File: src/rtl/max_scan_ctrl.sv
// Frame maximum scanner: accepts N samples per started frame and reports the
// largest value (signed or unsigned compare) together with its earliest index.
module max_scan_ctrl #(
    parameter int unsigned W  = 8,
    parameter int unsigned N  = 16,
    parameter int unsigned IW = $clog2(N)
) (
    input  logic          iCLK,
    input  logic          iRST_N,
    input  logic          iSTART,
    input  logic          iSIGNED,
    input  logic [W-1:0]  iDATA,
    input  logic          iVALID,
    output logic          oREADY,
    output logic          oBUSY,
    output logic          oDONE,
    output logic [W-1:0]  oMAX,
    output logic [IW-1:0] oIDX
);

    localparam int unsigned LAST_IDX = N - 1;

    typedef enum logic [1:0] {
        S_IDLE = 2'd0,
        S_SCAN = 2'd1,
        S_DONE = 2'd2
    } state_t;

    state_t        state;
    state_t        state_next;
    logic [IW-1:0] cnt;
    logic          mode;
    logic          accept;
    logic          last;
    logic          greater;
    logic [W-1:0]  key_data;
    logic [W-1:0]  key_max;

    // Flipping the MSB in signed mode maps two's-complement order onto
    // unsigned order, so a single unsigned comparator serves both modes.
    assign key_data = {iDATA[W-1] ^ mode, iDATA[W-2:0]};
    assign key_max  = {oMAX[W-1] ^ mode, oMAX[W-2:0]};
    assign greater  = key_data > key_max;
    assign accept   = (state == S_SCAN) && iVALID;
    assign last     = cnt == IW'(LAST_IDX);

    always_comb begin
        state_next = state;
        case (state)
            S_IDLE:  if (iSTART) state_next = S_SCAN;
            S_SCAN:  if (accept && last) state_next = S_DONE;
            S_DONE:  state_next = S_IDLE;
            default: state_next = S_IDLE;
        endcase
    end

    always_ff @(posedge iCLK) begin
        if (!iRST_N) begin
            state <= S_IDLE;
        end else begin
            state <= state_next;
        end
    end

    // Status flags registered from the next state so they line up with it.
    always_ff @(posedge iCLK) begin
        if (!iRST_N) begin
            oREADY <= 1'b0;
            oBUSY  <= 1'b0;
            oDONE  <= 1'b0;
        end else begin
            oREADY <= state_next == S_SCAN;
            oBUSY  <= state_next != S_IDLE;
            oDONE  <= state_next == S_DONE;
        end
    end

    always_ff @(posedge iCLK) begin
        if (!iRST_N) begin
            cnt  <= '0;
            mode <= 1'b0;
            oMAX <= '0;
            oIDX <= '0;
        end else if ((state == S_IDLE) && iSTART) begin
            mode <= iSIGNED;
            cnt  <= '0;
        end else if (accept) begin
            if ((cnt == '0) || greater) begin
                oMAX <= iDATA;
                oIDX <= cnt;
            end
            if (!last) begin
                cnt <= cnt + IW'(1);
            end
        end
    end

endmodule

File: config.mk
export PLATFORM = sky130hd
export DESIGN_NAME = max_scan_ctrl
export DESIGN_NICKNAME = d
export VERILOG_FILES = /design/src/rtl/max_scan_ctrl.sv
export SDC_FILE = /design/constraint.sdc
export NUM_CORES = 1
export LEC_CHECK = 0
export ABC_AREA = 1
export CAP_MARGIN = 20
export CORE_MARGIN = 8
export CORE_UTILIZATION = 48
export CTS_CLUSTER_DIAMETER = 200
export CTS_CLUSTER_SIZE = 12
export DETAILED_ROUTE_END_ITERATION = 8
export HOLD_SLACK_MARGIN = 0.08
export PLACE_DENSITY = 0.76
export SLEW_MARGIN = 30
export SYNTH_ARGS = -nofsm -noshare
export SYNTH_HDL_FRONTEND = slang
export SYNTH_SLANG_ARGS = --single-unit
File: constraint.sdc
create_clock -name iCLK -period 2.1 [get_ports iCLK]
set_input_delay 0.525 -clock iCLK [delete_from_list [all_inputs] [get_ports iCLK]]
set_output_delay 0.525 -clock iCLK [all_outputs]
set_load 0.02 [all_outputs]
==> summary.md <==
| Metric | Value |
|---|---|
| Outcome | `complete, no violations` |
| Synth top area share | `37.8%` |
| YS warnings | `0` |
| Core Util, Final | `64.5%` |
| Post-DRT Antenna Nets | `0` |
| CTS Buf Count | `3` |
| Required time of the worst setup path | `2.32 ns` |
| Post-CTS Setup Repair Bufs | `0` |
| R2R depth | `9` |
| Top Ports | `28` |
| Core area | `0.00239 mm^2` |
| Initial Util | `48.7%` |
| Port buffer count | `27` |
| Vias in the first global route | `1092` |
| Final Net Count | `218` |
| Filler instances | `234` |
| Worst reg2reg path startpoint | `mode` |
| R2R Setup Slk | `0.36 ns` |
| Max_cap viols | `0` |
| Synthesized area per cell | `7.18 um^2` |
| Sequential share of the synthesized area | `37.8%` |
| Fin crit share | `91.9%` |
| Post-CTS resize count | `0` |
| Crit. End Element | `flip-flop` |
| Root Driver | `clkbuf_4` |
| Iter 0 DRT Violations | `16` |
| Worst EP arrival | `2.15 ns` |
| Diode count | `0` |
| Clk sink count | `22` |
| Worst Hold Slack | `0.503 ns` |
| R2R Path End | `oIDX[3]` |
| Worst Hold Launch | `oIDX[1]` |
| Final RePlAce weighted congestion | `0.780` |
| Setup-failing EPs final | `0` |
| Vias post-DR | `1117` |
| Tightest Pin Transition | `0.325 ns` |
| Vias/cell | `4.99` |
| Pwr/cell area | `624 mW/mm^2` |
| Die height | `65.2 um` |
| Post-synth top area cell | `dfxtp_1` |
| Post-synthesis cell count | `162` |
| RSZ-0062 raised after global routing | `false` |
| Clock H-tree levels | `1` |
| Hold Buf Count CTS | `0` |
| # DRC | `0` |
| Tot GR Track Use | `12.8%` |
| Library cells used by synthesis | `23` |
| Clock transition at path regs | `0.13 ns` |
| WL final | `2710 um` |
| Final slew viol count | `0` |
| Startpoint Class | `primary input` |
| Leak pwr | `0.697 nW` |
| Worst skew pair latency | `0.31 ns` |
| FF+latch count, synth | `22` |
| Hold worst-path end | `oIDX[1]` |
| DR WL/cell | `12.1 um` |
| Drt pass-1 iters | `4` |
| Hold-critical path depth | `2` |
| Num rows | `18` |
| Layout cells sized above 1 | `9.79%` |
| Die extent in x | `65.2 um` |
| Area Overhead vs Synth | `32.4%` |
| First-pass GRT wire length | `4490 um` |
| Worst-path fanout max | `12` |
| Antenna violations before repair | `0` |
| FMAX | `518 MHz` |
| Clock Path Buffers | `2` |
| Hpwl dp | `2020 um` |
| Die ar. | `0.00426 mm^2` |
| Pin count of the biggest net entering global routing | `25` |
| Syn_nets | `185` |
| Type of the worst min-delay path | `flip-flop to flip-flop` |
| Synth area leaders | `dfxtp_1 38%, ha_1 11%, nand2_1 8.7%` |
| Worst setup path category | `primary input to flip-flop` |
| TritonCTS clock tree | `done` |
| Rel. slew slack | `78.3%` |
| Clock period minus worst slack | `1.93 ns` |
| Clk_skew | `0.00703 ns` |
| Worst vdd ir | `513 uV` |
| Mapped Area | `0.00116 mm^2` |
| Total gr overflow | `0` |
| Final hold viol count | `0` |
| Total power | `0.962 mW` |
==> per-stage QoR <==
stage	instance area [um^2]	setup WS, ns	std cells	setup TNS, ns
final	1540	0.170	224	0
after global routing	1540	0.0689	224	0
after CTS	1510	0.0150	223	0
after detailed placement	1470	-0.318	219	-3.20
after global placement	1470	-0.219	219	-2.56
after floorplan	1160	0.290	162	0
==> synthesized netlist by cell type <==
library cell  number
buf_2              2
nand2_1           27
a21oi_1           19
nand4_1            2
a211oi_1           1
xor2_1             1
a21o_1             1
nand2_2            2
buf_4              1
o21ai_0            3
nor2_2             2
inv_1             25
nor2_1            20
nand2_4            1
xnor2_1            1
dfxtp_1           22
inv_2              2
o21ai_1            1
clkinv_1           1
buf_6              2
nand3_1           14
nor3_1             2
ha_1              10
==> layout make-up <==
cell class / instances / area, um^2 / share of cell area [%]
multi-input combinational: 108 / 611 / 39.6
inverter: 28 / 105 / 6.82
timing repair buffer: 32 / 310 / 20.1
clock buffer: 4 / 36.3 / 2.36
sequential: 22 / 440 / 28.6
tap: 30 / 37.5 / 2.44
==> metal layers <==
| metal | track usage, % | vias up | part of all wire [%] |
|---|---|---|---|
| li1 | - | 579 | - |
| met1 | 13.1 | 508 | 43 |
| met2 | 24.2 | 25 | 52 |
| met4 | 4.09 | 0 | 1.1 |
| met3 | 3.57 | 5 | 4.8 |
| met5 | 0 | - | 0 |
==> flip-flops by register name, indices dropped and copies added (netlist names) <==
| name | cells |
|---|---|
| oREADY | 1 |
| oDONE | 1 |
| oBUSY | 1 |
| state | 2 |
| mode | 1 |
| oMAX | 8 |
| cnt | 4 |
| oIDX | 4 |
==> critical path, cell delays in order <==
cell and delay, ns:
clkdlybuf4s50_1 0.44, ha_1 0.33, nand2_1 0.08, inv_1 0.06
nand2_1 0.07, nand2_1 0.05, nand2_1 0.05, nand2_1 0.08
nand2_4 0.12, nand2_4 0.12, a21oi_1 0.17, nor2_1 0.06
==> cell usage in the layout (no fill, tap or decap), types with 2 or more instances in the layout <==
cell / count
nand2_1: 27
clkdlybuf4s50_1: 26
inv_1: 25
dfxtp_1: 22
nor2_1: 20
a21oi_1: 17
nand3_1: 14
ha_1: 10
buf_4: 5
o21ai_0: 3
clkbuf_4: 3
nor2_2: 2
nand4_1: 2
nand2_4: 2
inv_2: 2
nor3_1: 2
a21oi_2: 2
==> worst max path at each step <==
stage,slack [ns],startpoint,to,cells past startpoint
2_1_floorplan,0.29,iDATA[7],oMAX[7],10
3_3_place_gp,-0.22,iDATA[7],oIDX[0],10
3_5_place_dp,-0.32,iDATA[7],oMAX[4],10
4_1_cts,0.01,iDATA[7],oMAX[4],10
5_1_grt,0.07,iDATA[3],oMAX[3],13
6_report,0.17,iDATA[3],oIDX[3],12
==> kinds of logic after synthesis <==
logic type | Yosys count | synth area share [%]
simple gates | 70 | 26.2
buf+inv | 33 | 12.5
compound gates | 25 | 11.2
flops | 22 | 37.8
fa+ha+maj | 10 | 10.8
xor+xnor | 2 | 1.51
==> power breakdown <==
| group | switching, mW | internal [mW] |
|---|---|---|
| logic | 0.144 | 0.121 |
| clock network | 0.134 | 0.106 |
| registers | 0.0155 | 0.441 |
| total | 0.294 | 0.668 |
Note: power is estimated with default switching activity, not from simulation.
